[config.mk]
export PLATFORM = sky130hd
export DESIGN_NAME = arb_mux2x1_flat
export DESIGN_NICKNAME = d
export VERILOG_FILES = /design/src/rtl/arb_mux2x1_if.sv /design/src/rtl/arb_mux2x1.sv /design/src/flat_wrapper.sv
export SDC_FILE = /design/constraint.sdc
export NUM_CORES = 1
export LEC_CHECK = 0
export BUFFER_PORTS_ARGS = -buffer_cell sky130_fd_sc_hd__buf_2
export CORE_MARGIN = 4
export CORE_UTILIZATION = 44
export CTS_BUF_LIST = sky130_fd_sc_hd__clkbuf_8 sky130_fd_sc_hd__clkbuf_16
export DETAILED_ROUTE_END_ITERATION = 10
export PLACE_DENSITY_LB_ADDON = 0.3
export SLEW_MARGIN = 20
export SYNTH_ARGS = -nofsm -noshare
export SYNTH_HDL_FRONTEND = slang
export SYNTH_SLANG_ARGS = --single-unit
[constraint.sdc]
create_clock -name clk -period 2.1 [get_ports clk]
set_clock_uncertainty 0.15 [all_clocks]
set_input_delay 0.42 -clock clk [delete_from_list [all_inputs] [get_ports clk]]
set_output_delay 0.42 -clock clk [all_outputs]
set_load 0.02 [all_outputs]
[src/rtl/arb_mux2x1_if.sv]
// Handshake bundle for the 2:1 round-robin mux: two valid/ready sources in, one registered stream out.
// The slave modport is the arbiter's view; the master modport is the view of whatever drives and consumes it.
interface arb_mux2x1_if #(
    parameter int WIDTH = 8
);
    logic             a_valid;
    logic [WIDTH-1:0] a_data;
    logic             a_ready;
    logic             b_valid;
    logic [WIDTH-1:0] b_data;
    logic             b_ready;
    logic             y_valid;
    logic [WIDTH-1:0] y_data;
    logic             y_sel;
    logic             y_ready;

    modport slave (
        input  a_valid, a_data, b_valid, b_data, y_ready,
        output a_ready, b_ready, y_valid, y_data, y_sel
    );

    modport master (
        output a_valid, a_data, b_valid, b_data, y_ready,
        input  a_ready, b_ready, y_valid, y_data, y_sel
    );
endinterface

[src/rtl/arb_mux2x1.sv]
// Round-robin 2:1 mux into a single output register; one clock from input transfer to y_valid/y_data.
// Readies drop whenever the held word is not being taken (y_valid & !y_ready), so upstream stalls in place.
module arb_mux2x1 #(
    parameter int WIDTH = 8
) (
    input  logic          clk,
    input  logic          rst_n,
    arb_mux2x1_if.slave   bus
);
    logic             y_valid_q, y_valid_d;
    logic [WIDTH-1:0] y_data_q,  y_data_d;
    logic             y_sel_q,   y_sel_d;
    logic             last_grant_q, last_grant_d;
    logic             load_en;
    logic             grant_a, grant_b;

    assign load_en = !y_valid_q || bus.y_ready;

    // last_grant_q = 1 means B won most recently, so A has priority on the next contention.
    always_comb begin
        grant_a = 1'b0;
        grant_b = 1'b0;
        if (rst_n && load_en) begin
            if (bus.a_valid && bus.b_valid) begin
                if (last_grant_q) begin
                    grant_a = 1'b1;
                end else begin
                    grant_b = 1'b1;
                end
            end else if (bus.a_valid) begin
                grant_a = 1'b1;
            end else if (bus.b_valid) begin
                grant_b = 1'b1;
            end
        end
    end

    always_comb begin
        y_valid_d    = y_valid_q;
        y_data_d     = y_data_q;
        y_sel_d      = y_sel_q;
        last_grant_d = last_grant_q;
        if (grant_a) begin
            y_valid_d    = 1'b1;
            y_data_d     = bus.a_data;
            y_sel_d      = 1'b0;
            last_grant_d = 1'b0;
        end else if (grant_b) begin
            y_valid_d    = 1'b1;
            y_data_d     = bus.b_data;
            y_sel_d      = 1'b1;
            last_grant_d = 1'b1;
        end else if (bus.y_ready) begin
            y_valid_d    = 1'b0;
        end
    end

    always_ff @(posedge clk or negedge rst_n) begin
        if (!rst_n) begin
            y_valid_q    <= 1'b0;
            y_data_q     <= '0;
            y_sel_q      <= 1'b0;
            last_grant_q <= 1'b1;
        end else begin
            y_valid_q    <= y_valid_d;
            y_data_q     <= y_data_d;
            y_sel_q      <= y_sel_d;
            last_grant_q <= last_grant_d;
        end
    end

    assign bus.a_ready = grant_a;
    assign bus.b_ready = grant_b;
    assign bus.y_valid = y_valid_q;
    assign bus.y_data  = y_data_q;
    assign bus.y_sel   = y_sel_q;
endmodule

[src/flat_wrapper.sv]
// flat-port wrapper written by rule: the top's interface ports become plain ports
module arb_mux2x1_flat 
#(
    parameter int WIDTH = 8
)
  (clk, rst_n, bus_a_valid, bus_a_data, bus_b_valid, bus_b_data, bus_y_ready, bus_a_ready, bus_b_ready, bus_y_valid, bus_y_data, bus_y_sel);
  arb_mux2x1_if #(.WIDTH(WIDTH)) bus_i ();
  input  logic clk;
  input  logic rst_n;
  input wire logic [$bits(bus_i.a_valid)-1:0] bus_a_valid;
  input wire logic [$bits(bus_i.a_data)-1:0] bus_a_data;
  input wire logic [$bits(bus_i.b_valid)-1:0] bus_b_valid;
  input wire logic [$bits(bus_i.b_data)-1:0] bus_b_data;
  input wire logic [$bits(bus_i.y_ready)-1:0] bus_y_ready;
  output wire logic [$bits(bus_i.a_ready)-1:0] bus_a_ready;
  output wire logic [$bits(bus_i.b_ready)-1:0] bus_b_ready;
  output wire logic [$bits(bus_i.y_valid)-1:0] bus_y_valid;
  output wire logic [$bits(bus_i.y_data)-1:0] bus_y_data;
  output wire logic [$bits(bus_i.y_sel)-1:0] bus_y_sel;
  assign bus_i.a_valid = bus_a_valid;
  assign bus_i.a_data = bus_a_data;
  assign bus_i.b_valid = bus_b_valid;
  assign bus_i.b_data = bus_b_data;
  assign bus_i.y_ready = bus_y_ready;
  assign bus_a_ready = bus_i.a_ready;
  assign bus_b_ready = bus_i.b_ready;
  assign bus_y_valid = bus_i.y_valid;
  assign bus_y_data = bus_i.y_data;
  assign bus_y_sel = bus_i.y_sel;
  arb_mux2x1 #(.WIDTH(WIDTH)) u_core (.clk(clk), .rst_n(rst_n), .bus(bus_i));
endmodule
# == After elaboration in Yosys (flattened, before gate mapping) ==
# Index checks and enable logic that the tools add are counted.
# totals
out_inout_bits,12
word_cells,26
input_bits,21
register_bits,11
# op_classes
reduce_logical,6
n_mux,16
# ops
op,count
2-to-1 mux 8 bit,2
2-to-1 mux 1 bit,14
nonzero test 3 bit,1
logical AND 1 bit,2
nonzero test 2 bit,1
zero test 1 bit,1
logical OR 1 bit,1

# == Logic depth before layout (Yosys ltp) ==
# Gate-level depths: netlist of run 1.
# logic_depth
depth_word,6
ltp_mapped,5
ltp_nobuf,3

# == Worst setup path before layout of run 1 ==
# No wires, ideal clock.
# synth_path
kind,register to output
from,register u_core.y_valid_q (netlist: u_core.bus.y_valid)
to,output port bus_b_ready
t_arrival_ns,1.330
setup_slack_ns,0.200
stages_incl_launch_ff,4
cell_sequence,dfrtp_1 > and2b_4 > buf_6 > nor3_1
# synth_between
elab_chain_cells,4
# synth_lines
element,line_no,text
from (decl),arb_mux2x1.sv:10,"logic y_valid_q, y_valid_d;"
from (signal assigned),arb_mux2x1.sv:65,y_valid_q <= y_valid_d;
zero test 1 bit,arb_mux2x1.sv:17,assign load_en = !y_valid_q || bus.y_ready;
logical OR 1 bit,arb_mux2x1.sv:17,
logical AND 1 bit,arb_mux2x1.sv:23,if (rst_n && load_en) begin
2-to-1 mux 1 bit,arb_mux2x1.sv:23,
to (decl),flat_wrapper.sv:16,output wire logic [$bits(bus_i.b_ready)-1:0] bus_b_ready;
# Every way passes these cells.

# == Worst setup path after layout of run 1 ==
# layout_path
from,register u_core.y_valid_q (netlist: u_core.bus.y_valid)
to,output port bus_a_ready
# layout_between
elab_chain_cells,4
# layout_lines
element,line_no,text
zero test 1 bit,arb_mux2x1.sv:17,
logical OR 1 bit,arb_mux2x1.sv:17,
logical AND 1 bit,arb_mux2x1.sv:23,
2-to-1 mux 1 bit,arb_mux2x1.sv:23,
to (decl),flat_wrapper.sv:15,output wire logic [$bits(bus_i.a_ready)-1:0] bus_a_ready;
# Every way passes these cells.

==> flow_summary.json, run 1 <==
{
  "first_pass_iters": 4,
  "pwr-share-clk": 0.237,
  "period_needed_ps": 2030,
  "maxSlewViolCount": 0,
  "worst_pin_slew_ps": 377,
  "total_power_w": 0.000879,
  "antenna_found_initial": 0,
  "htreeDepth": 1,
  "grt_first_pass_wirelength_um": 2730,
  "end_kind": "output port",
  "worst_ep_arrival_time_ps": 1460,
  "post_cts_buffers": 0,
  "drt_iter0_drc": 24,
  "syn_to_final_growth_pct": 30.1,
  "clock.fmax_ghz": 0.494,
  "setup_viol": 0,
  "synth-seq-area-share": 0.410,
  "rsz0062_at_grt": "no",
  "drtAntennaViolNets": 0,
  "fin_util": 0.642,
  "multi_input_area_um2": 308,
  "regArea_um2": 277,
  "p_per_area_nw_per_um2": 1000,
  "p_sw_frac": 0.378,
  "slew_headroom": 0.748,
  "cts_resized": 0,
  "clkTransAtPathRegs_ps": 50,
  "wl_um": 1860,
  "final_nets": 124,
  "syn_nets": 87,
  "overflow": 0,
  "rows": 13,
  "dp.cells": 111,
  "routedWlPerCell_um": 15.9,
  "worstSetupStartpointType": "flop",
  "root_buffer": "clkbuf_8",
  "finalCritPeriodShare": 0.964,
  "syn_avg_cell_area_um2": 10.2,
  "coreArea_um2": 1370,
  "p_seq_frac": 0.366,
  "worstPathRequired_ps": 1530,
  "p_int_w": 0.000547,
  "status": "completed",
  "cts_tree": "done",
  "syn_inst": 66,
  "holdWs_ps": 303,
  "hold_class": "input port to flop",
  "antenna_cells": 0,
  "fp.dieW_um": 47.2,
  "layout-drive-gt1-share": 0.471,
  "irDropWorstVdd_mv": 0.476,
  "dieHeight_um": 47.2,
  "tns_ps": 0,
  "ctsHoldBuffers": 2,
  "fillers": 128,
  "clk_latency_ps": 240,
  "numCtsBuffers": 3,
  "finalHoldViolations": 0,
  "maxCapViolCount": 0,
  "cts_sinks": 11,
  "p_sw_w": 0.000332,
  "power_leakage_nw": 0.400,
  "first_global_vias": 656,
  "hpwl_um": 1340,
  "die_area_um2": 2220,
  "drc": 0,
  "syn-cell-area_um2": 674,
  "port_buffers": 32,
  "yosysWarnings": 0,
  "synth-seq-cells": 11,
  "cts_buffer_depth": 2,
  "gp_congestion": 0.791,
  "vias_per_cell": 5.94,
  "grtUsageTotal": 0.177,
  "detailroute.via_count": 695,
  "grt_start_max_net_pins": 21,
  "cp_max_fo": 20,
  "fin_cells": 117,
  "synth_cell_types": 23,
  "pwr-share-comb": 0.397,
  "initial_core_util": 0.494,
  "path_class": "flop to output port",
  "ios": 33
}
synthesized netlist by cell type:
library cell,count,area [um^2]
nor4_1,8,50.1
dfrtp_1,10,250
buf_6,5,56.3
nand4_1,8,50.1
dlymetal6s2s_1,1,12.5
inv_1,1,3.75
clkdlybuf4s25_2,1,10.0
and2_2,1,7.51
o31ai_1,9,67.6
and2_1,1,6.26
o211ai_1,1,7.51
buf_4,1,7.51
nand2_1,2,7.51
nor3_1,1,5.00
and2b_4,1,10.0
o21ai_0,1,5.00
nand2b_1,1,6.26
a21o_2,1,8.76
nand2_2,1,6.26
dfstp_2,1,26.3
nor2b_2,1,8.76
or3_4,1,11.3
a31oi_1,8,50.1
path summary, 6_finish.rpt:
path,start,end,slack [ps],depth (start not counted)
max in group asynchronous,rst_n,u_core.last_grant_q,1040,3
max,u_core.bus.y_valid,bus_a_ready,70,4
min in group asynchronous,rst_n,u_core.bus.y_valid,470,2
min reg2reg,u_core.bus.y_sel,u_core.bus.y_sel,330,1
min,bus_b_data[5],u_core.bus.y_data[5],300,3
max reg2reg,u_core.bus.y_valid,u_core.bus.y_sel,430,4
layout by cell type (no fill, tap or decap):
| master | instances |
|---|---|
| nor3_1 | 1 |
| dfrtp_1 | 10 |
| or3_4 | 1 |
| dfstp_2 | 1 |
| o31ai_1 | 9 |
| clkbuf_8 | 3 |
| nand4_1 | 8 |
| and2_1 | 1 |
| inv_1 | 2 |
| nor4_1 | 8 |
| o21ai_0 | 1 |
| and2b_4 | 1 |
| nand2b_1 | 1 |
| o211ai_1 | 1 |
| nand2_1 | 2 |
| nor2b_2 | 1 |
| buf_2 | 32 |
| dlygate4sd3_1 | 2 |
| a31oi_1 | 8 |
| nand2_2 | 1 |
| buf_4 | 6 |
| and2_2 | 1 |
| a21o_2 | 1 |
cell families (layout without fill, tap and decap cells):
logic type | Yosys count | count (layout) | synth area share
AND/OR/NAND/NOR | 26 | 26 | 0.250
AO/OA/AOI/OAI | 20 | 20 | 0.206
buffers and inverters | 9 | 45 | 0.134
flip-flops | 11 | 11 | 0.410
routing by layer:
layer  vias up  GRT usage  wire length [um]
li1        335          -                 -
met1       319      0.214               771
met2        36      0.301               915
met3         5     0.0230               139
met4         0     0.0994                36
met5         -          0                 0
through the flow:
step                      setup slack (ps)  area [um^2]
after floorplan                        200          674
after global placement                 191          812
after detailed placement               178          812
after CTS                             66.9          877
after global routing                  29.1          877
final                                 74.9          877
power by group through the flow:
| stage | logic [W] | clock network, W | registers, W |
|---|---|---|---|
| CTS | 0.000350 | 0.000214 | 0.000321 |
| floorplan | 0.000169 | 0 | 0.000396 |
| global route | 0.000378 | 0.000220 | 0.000327 |
| finish | 0.000349 | 0.000208 | 0.000322 |
| global placement | 0.000343 | 0 | 0.000322 |
| detailed placement | 0.000345 | 0 | 0.000325 |
worst max-delay path: stages, from the launching register on:
cell     delay [ps]
dfrtp_1         380
and2b_4         240
or3_4           400
inv_1            50
buf_2           150
registers in the layout, indices dropped and copies added (netlist names):
register,flops
u_core.bus.y_sel,1
u_core.last_grant_q,1
u_core.bus.y_data,8
u_core.bus.y_valid,1
area by class of cell:
class                      count  area share
sequential                    11       0.315
multi-input combinational     46       0.351
clock inverter                 1     0.00428
tap                           15      0.0214
inverter                       1     0.00428
clock buffer                   3      0.0471
timing repair buffer          40       0.257
No activity file was read; power rests on OpenSTA's default activity.
==> inputs of run 2 (changes only) <==
--- a/config.mk
+++ b/config.mk
@@ -10,6 +10,7 @@
 export CORE_UTILIZATION = 44
 export CTS_BUF_LIST = sky130_fd_sc_hd__clkbuf_8 sky130_fd_sc_hd__clkbuf_16
 export DETAILED_ROUTE_END_ITERATION = 10
+export MAX_ROUTING_LAYER = met4
 export PLACE_DENSITY_LB_ADDON = 0.3
 export SLEW_MARGIN = 20
 export SYNTH_ARGS = -nofsm -noshare
==> run 2 against run 1 <==
Compared with the run above: count of clock-buffer cells in the layout stayed put; cell area is the same; wire length increased by 0.11%; worst hold slack about the same; register-to-register slack hardly changed; fmax hardly changed.
==> flow_summary.json, run 2 (synthesis gave the netlist of run 1 again) <==
{
  "cp_top_family": "simple AND/OR/NAND/NOR gates",
  "gp_congestion": 0.802,
  "dieHeight_um": 47.2,
  "coreArea_um2": 1370,
  "fin_util": 0.642,
  "grtUsageTotal": 0.183,
  "final_cell_mix": "buf_2, dfrtp_1, o31ai_1",
  "cts_buffer_depth": 2,
  "setup_viol": 0,
  "finalHoldViolations": 0,
  "antenna_found_initial": 0,
  "routedWlPerCell_um": 15.9,
  "clock.fmax_ghz": 0.494,
  "die_area_um2": 2220,
  "worst_pin_slew_ps": 378,
  "first_pass_iters": 4,
  "status": "completed",
  "port_buffers": 32,
  "irDropWorstVdd_mv": 0.476,
  "grt_first_pass_wirelength_um": 2730,
  "p_seq_frac": 0.366,
  "end_kind": "output port",
  "slew_headroom": 0.748,
  "p_sw_frac": 0.378,
  "slowest_delay_ps": 400,
  "initial_core_util": 0.494,
  "r2r-start": "u_core.bus.y_valid",
  "clk_latency_ps": 240,
  "power_leakage_nw": 0.400,
  "numCtsBuffers": 3,
  "fillers": 128,
  "tns_ps": 0,
  "fp.dieW_um": 47.2,
  "hold_class": "input port to flop",
  "cts_sinks": 11,
  "p_sw_w": 0.000332,
  "path_depth": 4,
  "worst_ep_arrival_time_ps": 1460,
  "cts_tree": "done",
  "path_class": "flop to output port",
  "worstPathRequired_ps": 1530,
  "worstSetupStartpointType": "flop",
  "pwr-share-comb": 0.397,
  "p_per_area_nw_per_um2": 1000,
  "crit_chain": "and2b_4 > or3_4 > inv_1 > buf_2",
  "drtAntennaViolNets": 0,
  "wl_um": 1860,
  "cp_max_fo": 20,
  "p_int_w": 0.000547,
  "period_needed_ps": 2030,
  "first_global_vias": 656,
  "hpwl_um": 1340,
  "largest_register_ffs": 8,
  "min_from": "bus_b_data[5]",
  "final_common_cell": "buf_2",
  "final_nets": 124,
  "hold_path_end": "u_core.bus.y_data[5]",
  "drc": 0,
  "crit_buf_inv": 2,
  "syn_to_final_growth_pct": 30.1,
  "post_cts_buffers": 0,
  "pwr-share-clk": 0.237,
  "maxCapViolCount": 0,
  "critPathSlowestCell": "or3_4",
  "root_buffer": "clkbuf_8",
  "grt_start_max_net_pins": 21,
  "finalCritPeriodShare": 0.964,
  "r2r_end": "u_core.bus.y_sel",
  "htreeDepth": 1,
  "rsz0062_at_grt": "no",
  "maxSlewViolCount": 0,
  "ios": 33,
  "clkTransAtPathRegs_ps": 50,
  "rows": 13,
  "overflow": 0,
  "detailroute.via_count": 693,
  "antenna_cells": 0,
  "multi_input_area_um2": 308,
  "rrSetupSlack_ps": 440,
  "drt_iter0_drc": 26,
  "worstHoldPathCells": 3,
  "regArea_um2": 277,
  "vias_per_cell": 5.92,
  "layout-drive-gt1-share": 0.471,
  "reg2reg_depth": 4
}
==> run 2: cell type report <==
class / count / area share
repair buffers: 40 / 0.257
inverters: 1 / 0.00428
clock buffers: 3 / 0.0471
well taps: 15 / 0.0214
flip-flops and latches: 11 / 0.315
clock inverters: 1 / 0.00428
multi-input cells: 46 / 0.351
==> run 2: worst register-to-register path, delay by kind of cell, from the launching register on <==
family / cells / cell delay [ps]
buffers and inverters: 1 / 180
flip-flops: 1 / 380
AO/OA/AOI/OAI: 1 / 210
AND/OR/NAND/NOR: 2 / 640
==> run 2: stage by stage <==
step | hold slack, ps | cell area (um^2) | std cells | total power, W | worst slack [ps]
2_1_floorplan | -25.6 | 674 | 66 | 0.000565 | 200
3_3_place_gp | 113 | 812 | 111 | 0.000665 | 191
3_5_place_dp | 114 | 812 | 111 | 0.000670 | 178
4_1_cts | 301 | 877 | 117 | 0.000885 | 66.9
5_1_grt | 321 | 877 | 117 | 0.000926 | 29.1
6_report | 303 | 877 | 117 | 0.000879 | 74.9
==> run 2: timing repair <==
item / in CTS / in global routing
resized for setup: 0 / 0
hold buffers: 2 / 0
endpoints found under the hold margin: 5 / 0
==> run 2: worst max path at each step <==
stage / startpoint / endpoint / slack (ps)
after floorplan: u_core.bus.y_valid / bus_b_ready / 200
after global placement: bus_y_ready / bus_a_ready / 190
after detailed placement: bus_y_ready / bus_a_ready / 180
after CTS: u_core.bus.y_valid / bus_a_ready / 70
after global routing: u_core.bus.y_valid / bus_a_ready / 30
final: u_core.bus.y_valid / bus_a_ready / 70
==> run 2: layer usage <==
layer / global-route usage / share of wire / vias up
li1: - / - / 335
met1: 0.214 / 0.41 / 317
met2: 0.301 / 0.49 / 36
met3: 0.0230 / 0.075 / 5
met4: 0.0994 / 0.019 / 0
met5: - / 0 / -
==> run 2: power groups by stage <==
stage / Combinational, W / Clock, W / Sequential, W
CTS: 0.000350 / 0.000214 / 0.000321
detailed placement: 0.000345 / 0 / 0.000325
finish: 0.000349 / 0.000208 / 0.000322
global placement: 0.000343 / 0 / 0.000322
floorplan: 0.000169 / 0 / 0.000396
global route: 0.000378 / 0.000220 / 0.000327
==> inputs of run 3 (changes only) <==
--- a/config.mk
+++ b/config.mk
@@ -6,7 +6,6 @@
 export NUM_CORES = 1
 export LEC_CHECK = 0
 export BUFFER_PORTS_ARGS = -buffer_cell sky130_fd_sc_hd__buf_2
-export CORE_MARGIN = 4
 export CORE_UTILIZATION = 44
 export CTS_BUF_LIST = sky130_fd_sc_hd__clkbuf_8 sky130_fd_sc_hd__clkbuf_16
 export DETAILED_ROUTE_END_ITERATION = 10
==> run 3 against run 2 <==
Compared with the run above: via count increased by 2.0%; flip-flop and latch count unchanged; core utilization increased by 0.55 points; total power increased by 0.26%; largest cell class unchanged; largest power group unchanged.
==> flow_summary.json, run 3 (synthesis gave the netlist of run 1 again) <==
{
  "numCtsBuffers": 3,
  "post_cts_buffers": 0,
  "drtAntennaViolNets": 0,
  "setup_viol": 0,
  "htreeDepth": 1,
  "antenna_found_initial": 0,
  "cts_buffer_depth": 2,
  "antenna_cells": 0,
  "overflow": 0,
  "gp_congestion": 0.803,
  "wl_um": 1800,
  "clkTransAtPathRegs_ps": 50,
  "die_area_um2": 1690,
  "pwr-share-clk": 0.236,
  "p_sw_w": 0.000332,
  "grt-busiest-layer": "met2",
  "ios": 33,
  "port_buffers": 32,
  "p_seq_frac": 0.365,
  "design_area_um2": 885,
  "reg2reg_depth": 4,
  "grt_first_pass_wirelength_um": 2500,
  "final_cell_mix": "buf_2, dfrtp_1, o31ai_1",
  "routedWlPerCell_um": 15.2,
  "worstSetupStartpointType": "flop",
  "grt_start_max_net_pins": 12,
  "root_buffer": "clkbuf_8",
  "largest_register_ffs": 8,
  "worst_pin_slew_ps": 382,
  "coreArea_um2": 1370,
  "cp_top_family": "simple AND/OR/NAND/NOR gates",
  "final_common_cell": "buf_2",
  "grt_util_met2": 0.379,
  "pwr-share-comb": 0.399,
  "drt_iter0_drc": 23,
  "hold_class": "input port to async pin",
  "detailroute.via_count": 707,
  "crit_chain": "and2b_4 > or3_4 > inv_1 > buf_2",
  "final_nets": 125,
  "clk_latency_ps": 230,
  "end_kind": "output port",
  "path_depth": 4,
  "syn_to_final_growth_pct": 31.2,
  "rows": 13,
  "grtUsageTotal": 0.236,
  "path_class": "flop to output port",
  "maxSlewViolCount": 0,
  "period_needed_ps": 2010,
  "first_global_vias": 578,
  "r2r_end": "u_core.bus.y_sel",
  "dieHeight_um": 41.2,
  "cp_max_fo": 10,
  "use_met1": 0.295,
  "hpwl_um": 1220,
  "p_sw_frac": 0.377,
  "slowest_delay_ps": 390,
  "worst_ep_arrival_time_ps": 1440,
  "fillers": 128,
  "fp.dieW_um": 41.2,
  "power_leakage_nw": 0.405,
  "status": "completed",
  "rrSetupSlack_ps": 470,
  "postPlaceCellArea_um2": 820,
  "total_power_w": 0.000881,
  "cts_tree": "done",
  "initial_core_util": 0.494,
  "first_pass_iters": 4,
  "tns_ps": 0,
  "p_int_w": 0.000549,
  "layout-drive-gt1-share": 0.476,
  "cts_sinks": 11,
  "dp.cells": 112,
  "worstPathRequired_ps": 1530,
  "cts_resized": 0,
  "irDropWorstVdd_mv": 0.686,
  "critPathSlowestCell": "dfrtp_1",
  "fin_cells": 118,
  "r2r-start": "u_core.bus.y_valid",
  "ctsHoldBuffers": 2,
  "worstSetupStartpoint": "u_core.bus.y_valid",
  "finalHoldViolations": 0,
  "finalCritPeriodShare": 0.958,
  "critical_path.endpoint": "bus_a_ready",
  "rsz0062_at_grt": "no",
  "crit_buf_inv": 2,
  "holdWs_ps": 132,
  "vias_per_cell": 5.99,
  "clock.fmax_ghz": 0.497,
  "maxCapViolCount": 0,
  "slew_headroom": 0.745,
  "drc": 0,
  "p_per_area_nw_per_um2": 996,
  "met3_usage": 0.0489
}
==> run 3: worst register-to-register path: stages, from the launching register on <==
cell,delay (ps)
dfrtp_1,390
and2b_4,210
or3_4,390
buf_4,180
a21o_2,210
==> run 3: final cells by class <==
type	instances	area, um^2	share of cell area
clock buffers	3	41.3	0.0467
clock inverters	1	3.75	0.00424
inverters	1	3.75	0.00424
multi-input cells	46	308	0.348
flip-flops and latches	11	277	0.313
well taps	15	18.8	0.0212
repair buffers	41	233	0.263
==> run 3: power groups by stage <==
stage / clock (W) / combinational [W] / sequential [W]
3_3_place_gp: 0 / 0.000342 / 0.000321
4_1_cts: 0.000211 / 0.000351 / 0.000320
2_1_floorplan: 0 / 0.000169 / 0.000396
3_5_place_dp: 0 / 0.000345 / 0.000323
6_report: 0.000208 / 0.000351 / 0.000322
5_1_grt: 0.000224 / 0.000383 / 0.000329
==> run 3: metrics by stage <==
step	util	setup slack (ps)
final	0.647	88.0
after global routing	0.647	27.8
after CTS	0.647	94.5
after detailed placement	0.600	215
after global placement	0.600	225
after floorplan	-	200
==> run 3: worst min-delay path by stage <==
| stage | start | end | cells past startpoint | slack (ps) |
|---|---|---|---|---|
| 6_report | rst_n | u_core.last_grant_q | 2 | 130 |
| 5_1_grt | rst_n | u_core.last_grant_q | 2 | 130 |
| 4_1_cts | rst_n | u_core.last_grant_q | 2 | 120 |
| 3_5_place_dp | rst_n | u_core.bus.y_data[1] | 2 | 220 |
| 3_3_place_gp | rst_n | u_core.bus.y_data[1] | 2 | 210 |
| 2_1_floorplan | rst_n | u_core.bus.y_data[0] | 0 | -30 |
==> run 3: metal layers <==
layer / vias up / share of wire
met5: - / 0
met4: 0 / 0
met3: 0 / 0.079
met2: 30 / 0.50
met1: 340 / 0.42
li1: 337 / -
